===== src/rtl/nn_pkg.sv =====
// Shared types and default constants for the neuron driver and the layer logic around it.
package nn_pkg;

  typedef enum logic [1:0] {
    IDLE,
    ISSUE,
    WAIT,
    CAPTURE
  } state_t;

  localparam int DEF_DATA_WIDTH = 8;
  localparam int DEF_FRAC_BITS  = 4;
  localparam int DEF_TAG_WIDTH  = 8;

  // Cycles from the Run-high cycle to the first cycle in which the current neuron pipeline holds Y.
  localparam int NN_NEURON_LATENCY = 7;

endpackage


===== src/rtl/neuron_driver.sv =====
// Initiator for one fixed-latency neuron: accepts vectors, issues Run, captures Y after the
// pipeline latency and returns it with a sample tag through a one-deep result buffer.
module neuron_driver
  import nn_pkg::*;
#(
  parameter int DATA_WIDTH     = DEF_DATA_WIDTH,
  parameter int FRAC_BITS      = DEF_FRAC_BITS,
  parameter int NEURON_LATENCY = NN_NEURON_LATENCY,
  parameter int TAG_WIDTH      = DEF_TAG_WIDTH
) (
  input  logic                         clk,
  input  logic                         rst_n,
  input  logic                         in_valid,
  output logic                         in_ready,
  input  logic [4*DATA_WIDTH-1:0]      in_x,
  output logic                         neu_en,
  output logic                         neu_run,
  output logic signed [DATA_WIDTH-1:0] neu_x1,
  output logic signed [DATA_WIDTH-1:0] neu_x2,
  output logic signed [DATA_WIDTH-1:0] neu_x3,
  output logic signed [DATA_WIDTH-1:0] neu_x4,
  input  logic signed [DATA_WIDTH-1:0] neu_y,
  output logic                         res_valid,
  input  logic                         res_ready,
  output logic signed [DATA_WIDTH-1:0] res_y,
  output logic [TAG_WIDTH-1:0]         res_tag,
  output logic                         busy
);

  localparam int CNT_W = $clog2(NEURON_LATENCY) + 1;

  if (NEURON_LATENCY < 2 || FRAC_BITS >= DATA_WIDTH) begin : g_param_check
    $error("neuron_driver: NEURON_LATENCY must be >= 2 and FRAC_BITS < DATA_WIDTH");
  end

  state_t                       r_state;
  state_t                       w_state_next;
  logic [CNT_W-1:0]             r_lat_cnt;
  logic [CNT_W-1:0]             w_cnt_next;
  logic [TAG_WIDTH-1:0]         r_tag_cnt;
  logic [TAG_WIDTH-1:0]         r_res_tag;
  logic signed [DATA_WIDTH-1:0] r_x1;
  logic signed [DATA_WIDTH-1:0] r_x2;
  logic signed [DATA_WIDTH-1:0] r_x3;
  logic signed [DATA_WIDTH-1:0] r_x4;
  logic signed [DATA_WIDTH-1:0] r_res_y;
  logic                         r_res_valid;
  logic                         w_accept;
  logic                         w_capture;

  assign w_cnt_next = r_lat_cnt + CNT_W'(1);

  // WAIT leaves when the counter reaches LATENCY-1, which puts CAPTURE on cycle NEURON_LATENCY.
  always_comb begin
    w_state_next = r_state;
    w_accept     = 1'b0;
    w_capture    = 1'b0;
    in_ready     = 1'b0;
    neu_run      = 1'b0;
    neu_en       = 1'b1;
    case (r_state)
      IDLE: begin
        in_ready = 1'b1;
        neu_en   = 1'b0;
        if (in_valid) begin
          w_accept     = 1'b1;
          w_state_next = ISSUE;
        end
      end
      ISSUE: begin
        neu_run      = 1'b1;
        w_state_next = WAIT;
      end
      WAIT: begin
        if (w_cnt_next == CNT_W'(NEURON_LATENCY - 1)) w_state_next = CAPTURE;
      end
      CAPTURE: begin
        if (!r_res_valid || res_ready) begin
          w_capture    = 1'b1;
          w_state_next = IDLE;
        end
      end
      default: begin
        neu_en       = 1'b0;
        w_state_next = IDLE;
      end
    endcase
  end

  always_ff @(posedge clk or negedge rst_n) begin
    if (!rst_n) begin
      r_state   <= IDLE;
      r_lat_cnt <= '0;
      r_tag_cnt <= '0;
    end else begin
      r_state <= w_state_next;
      if (r_state == ISSUE) r_lat_cnt <= '0;
      else if (r_state == WAIT) r_lat_cnt <= w_cnt_next;
      if (w_capture) r_tag_cnt <= r_tag_cnt + TAG_WIDTH'(1);
    end
  end

  always_ff @(posedge clk or negedge rst_n) begin
    if (!rst_n) begin
      r_x1 <= '0;
      r_x2 <= '0;
      r_x3 <= '0;
      r_x4 <= '0;
    end else if (w_accept) begin
      r_x1 <= in_x[0*DATA_WIDTH +: DATA_WIDTH];
      r_x2 <= in_x[1*DATA_WIDTH +: DATA_WIDTH];
      r_x3 <= in_x[2*DATA_WIDTH +: DATA_WIDTH];
      r_x4 <= in_x[3*DATA_WIDTH +: DATA_WIDTH];
    end
  end

  // A capture may refill the buffer in the same cycle the consumer drains it.
  always_ff @(posedge clk or negedge rst_n) begin
    if (!rst_n) begin
      r_res_valid <= 1'b0;
      r_res_y     <= '0;
      r_res_tag   <= '0;
    end else if (w_capture) begin
      r_res_valid <= 1'b1;
      r_res_y     <= neu_y;
      r_res_tag   <= r_tag_cnt;
    end else if (res_ready) begin
      r_res_valid <= 1'b0;
    end
  end

  assign neu_x1    = r_x1;
  assign neu_x2    = r_x2;
  assign neu_x3    = r_x3;
  assign neu_x4    = r_x4;
  assign res_valid = r_res_valid;
  assign res_y     = r_res_y;
  assign res_tag   = r_res_tag;
  assign busy      = (r_state != IDLE);

endmodule


===== config.mk =====
export PLATFORM = sky130hd
export DESIGN_NAME = neuron_driver
export DESIGN_NICKNAME = d
export VERILOG_FILES = /design/src/rtl/nn_pkg.sv /design/src/rtl/neuron_driver.sv
export SDC_FILE = /design/constraint.sdc
export NUM_CORES = 1
export LEC_CHECK = 0
export ABC_AREA = 0
export ABC_CLOCK_PERIOD_IN_PS = 1500
export BUFFER_PORTS_ARGS = -buffer_cell sky130_fd_sc_hd__buf_2
export CAP_MARGIN = 20
export CORE_MARGIN = 5
export CORE_UTILIZATION = 40
export DETAILED_ROUTE_END_ITERATION = 16
export HOLD_SLACK_MARGIN = 0.15
export PLACE_DENSITY = 0.73
export REMOVE_ABC_BUFFERS = 1
export SLEW_MARGIN = 0
export SYNTH_ARGS = -nofsm -noshare
export SYNTH_HDL_FRONTEND = slang
export SYNTH_SLANG_ARGS = --single-unit

===== constraint.sdc =====
create_clock -name clk -period 1.5 [get_ports clk]
set_input_delay 0.3 -clock clk [delete_from_list [all_inputs] [get_ports clk]]
set_output_delay 0.3 -clock clk [all_outputs]
set_load 0.01 [all_outputs]

==> results.json <==
{
  "setup_ws_ns": -0.0476,
  "clock_insertion_delay_worst_skew_ns": 0.33,
  "finalCritPeriodShare_pct": 103,
  "area_growth_syn_to_layout_pct": 43.6,
  "tritoncts": "done",
  "power_per_cell_area_nw_per_um2": 2190,
  "grt_setup_unrepaired": "yes",
  "clock.fmax_mhz": 646,
  "htree_num_levels": 3,
  "cts_root_buf": "sky130_fd_sc_hd__clkbuf_8",
  "synth_seq_area_share_pct": 61.4,
  "yosys.area.top_type": "sky130_fd_sc_hd__dfrtp_1",
  "max_slew.worst_pin.slew_ns": 0.331,
  "routabilityCongestion": 0.760,
  "slew_viol_final": 0,
  "initial_utilization_pct": 40.7,
  "routed_wirelength_um": 6030,
  "clk_transition_reported_paths_ns": 0.06,
  "r2r.worst_path.cells": 5,
  "cp-start-kind": "flop",
  "asyncSetResetFlopFracSynth_pct": 100,
  "grt_max_degree": 64,
  "reg2reg_setup_slack_ns": -0.02,
  "final-hold-violation-count": 0,
  "drt-wirelength-per-cell_um": 15.2,
  "hp-start": "neu_y[0]",
  "insertedDiodeCount": 0,
  "drt_iter0_markers": 41,
  "via_count_of_the_first_global_routing_pass": 2045,
  "hold_path_end": "res_y[0]",
  "critPathKind": "reg -> out",
  "io-pin-count": 97,
  "timing.critical_path.fanout_max": 2,
  "route.vias.total": 1899,
  "die_area_um2": 8120,
  "cellLeakagePower_nw": 1.94,
  "clock_sink_count": 63,
  "std_cell_rows": 29,
  "synth_largest_type_area_fraction_pct": 61.4,
  "fp.dieW_um": 90.1,
  "synth_enable_flop_cells": 0,
  "drt_first_pass_iters": 5,
  "finalWorstPathRequiredPeriod_ns": 1.55,
  "count_of_nets_left_with_antenna_violations_after_detail_routing": 0,
  "r2r-start": "r_lat_cnt[1]",
  "cts_max_path_buffers": 2,
  "core_area_um2": 6310,
  "outcome": "finished, violations left",
  "hold-path-cell-count": 3,
  "cell_area_after_synthesis_um2": 2570,
  "place_hpwl_um": 3810,
  "share_of_the_core_filled_with_cells_in_the_final_layout_pct": 58.4,
  "post_synth.cell_area_avg_um2": 13.2,
  "design.final.nets": 368,
  "netlist_instances": 195,
  "post_synth_num_cell_types": 27,
  "timing.rr.end": "r_state[1]",
  "via_count_normalized_by_instance_count": 4.78,
  "hold_path_class": "in -> reg",
  "tritoncts.num_buffers": 9,
  "failing_checks": "negative setup slack",
  "drcViolationCount": 0,
  "die_height_um": 90.1,
  "io_buffer_count": 96,
  "fin_hold_ws_ns": 0.167,
  "globalRouteOverflowTotal": 0,
  "nFillCells": 524,
  "max_cap_viol_count": 0,
  "dominantRegCellSynth": "sky130_fd_sc_hd__dfrtp_1",
  "fin_skew_ns": 0.00463,
  "first_pass_grt_wire_length_um": 9440,
  "yosys_register_bits": 63,
  "critPathRequiredTime_ns": 1.20,
  "ys_warn_count": 0,
  "grt_antenna_before_repair": 0,
  "cp_data_arrival_time_ns": 1.25,
  "grt.total_usage_pct": 14.5,
  "headroom_to_the_max_slew_limit_pct": 77.9,
  "vdd.ir_drop.worst_v": 0.00127,
  "yosys-top-cells-area": "sky130_fd_sc_hd__dfrtp_1 (61%), sky130_fd_sc_hd__mux2_2 (18%), sky130_fd_sc_hd__nand2_1 (5.1%)",
  "finalSetupViolCount": 4,
  "critical_path.endpoint_type": "output pin",
  "post_route_cells_drive_above_1_share_pct": 57.2
}
==> routing by layer <==
layer,global-route usage (%),part of all wire (%),up-vias
met2,24.1,50,67
met3,4.92,6.7,9
met4,7.07,1.2,0
li1,-,-,899
met5,0,0,-
met1,16.5,42,924
==> flip-flops by register name, indices dropped and copies added (netlist names) <==
| register | flops |
|---|---|
| neu_x1 | 8 |
| neu_x2 | 8 |
| neu_x3 | 8 |
| neu_x4 | 8 |
| r_tag_cnt | 8 |
| res_tag | 8 |
| res_y | 8 |
| r_lat_cnt | 4 |
| r_state | 2 |
| res_valid | 1 |
==> power by group <==
| group | total [W] | switching (W) | internal, W |
|---|---|---|---|
| combinational | 0.00388 | 0.00172 | 0.00216 |
| clock | 0.00125 | 0.000583 | 0.000670 |
| sequential | 0.00293 | 0.000454 | 0.00248 |
==> how the worst max path moves through the flow <==
stage | from | end
floorplan | r_state[0] | neu_x1[0]
global placement | r_lat_cnt[0] | r_state[1]
detailed placement | r_lat_cnt[0] | r_state[1]
CTS | r_state[0] | neu_run
global route | r_state[1] | busy
finish | r_state[1] | neu_en
==> synthesized netlist by cell type (2+ instances only) <==
cell	number
sky130_fd_sc_hd__dfrtp_1	63
sky130_fd_sc_hd__xnor2_1	5
sky130_fd_sc_hd__and3_1	3
sky130_fd_sc_hd__xor2_1	2
sky130_fd_sc_hd__nand2_1	35
sky130_fd_sc_hd__mux2_2	40
sky130_fd_sc_hd__buf_2	5
sky130_fd_sc_hd__inv_1	7
sky130_fd_sc_hd__nor2_1	4
sky130_fd_sc_hd__nand4_1	2
sky130_fd_sc_hd__a21oi_1	3
sky130_fd_sc_hd__o22ai_1	3
sky130_fd_sc_hd__ha_1	7
sky130_fd_sc_hd__nand3_1	3
==> critical path: stages, from the launching register on <==
cell and delay (ns):
sky130_fd_sc_hd__dfrtp_1 0.40, sky130_fd_sc_hd__inv_2 0.11, sky130_fd_sc_hd__ha_4 0.16, sky130_fd_sc_hd__inv_2 0.04
sky130_fd_sc_hd__buf_6 0.11, sky130_fd_sc_hd__buf_6 0.11
==> final cells by class <==
| class | count | area [um^2] | area share [%] |
|---|---|---|---|
| Clock inverter | 1 | 5.00 | 0.136 |
| Timing Repair Buffer | 117 | 752 | 20.4 |
| Clock buffer | 13 | 159 | 4.31 |
| Sequential cell | 63 | 1580 | 42.7 |
| Multi-Input combinational cell | 119 | 1070 | 29.1 |
| Tap cell | 77 | 96.3 | 2.61 |
| Inverter | 7 | 26.3 | 0.712 |
==> cells by family after synthesis <==
| logic type | after synthesis | synth area share [%] |
|---|---|---|
| simple gates | 54 | 9.50 |
| buf+inv | 13 | 2.29 |
| mux | 41 | 18.1 |
| flops | 63 | 61.4 |
| compound gates | 10 | 2.92 |
| fa+ha+maj | 7 | 3.41 |
| xor+xnor | 7 | 2.39 |
==> repair_timing <==
action                     CTS  global route
hold endpoints to repair    65             0
buffers inserted             7             1
cloned                       1             2
setup endpoints to repair   37            38
resized for setup           19            21
hold buffers                 3             0
pin swaps                    2             2
==> stage by stage <==
| step | total power, W | area, um^2 | worst slack, ns | setup TNS [ns] | cells |
|---|---|---|---|---|---|
| after floorplan | 0.00475 | 2540 | -0.433 | -13.96 | 189 |
| after global placement | 0.00588 | 3190 | -0.00353 | -0.00353 | 369 |
| after detailed placement | 0.00601 | 3190 | -0.0523 | -0.782 | 369 |
| after CTS | 0.00774 | 3530 | -0.0446 | -0.122 | 394 |
| after global routing | 0.00864 | 3690 | -0.0998 | -0.797 | 397 |
| final | 0.00807 | 3690 | -0.0476 | -0.141 | 397 |
==> cell usage in the layout, fill, tap and decap left out, types with 2 or more instances in the layout <==
| master | Yosys | routed |
|---|---|---|
| sky130_fd_sc_hd__nand3_1 | 3 | 3 |
| sky130_fd_sc_hd__ha_1 | 7 | 3 |
| sky130_fd_sc_hd__clkbuf_8 | 0 | 11 |
| sky130_fd_sc_hd__mux2_4 | 1 | 18 |
| sky130_fd_sc_hd__and3_1 | 3 | 3 |
| sky130_fd_sc_hd__ha_4 | 0 | 3 |
| sky130_fd_sc_hd__dlygate4sd3_1 | 0 | 3 |
| sky130_fd_sc_hd__mux2_2 | 40 | 23 |
| sky130_fd_sc_hd__buf_2 | 5 | 93 |
| sky130_fd_sc_hd__a21oi_1 | 3 | 3 |
| sky130_fd_sc_hd__buf_6 | 0 | 5 |
| sky130_fd_sc_hd__clkbuf_1 | 0 | 2 |
| sky130_fd_sc_hd__clkbuf_16 | 0 | 2 |
| sky130_fd_sc_hd__inv_1 | 7 | 3 |
| sky130_fd_sc_hd__xor2_1 | 2 | 2 |
| sky130_fd_sc_hd__xnor2_1 | 5 | 5 |
| sky130_fd_sc_hd__inv_2 | 0 | 4 |
| sky130_fd_sc_hd__nand2_1 | 35 | 34 |
| sky130_fd_sc_hd__nor2_1 | 4 | 4 |
| sky130_fd_sc_hd__buf_4 | 1 | 11 |
| sky130_fd_sc_hd__buf_12 | 0 | 2 |
| sky130_fd_sc_hd__o22ai_1 | 3 | 2 |
| sky130_fd_sc_hd__dfrtp_1 | 63 | 63 |
| sky130_fd_sc_hd__nand4_1 | 2 | 2 |
Note: power is estimated with default switching activity, not from simulation.
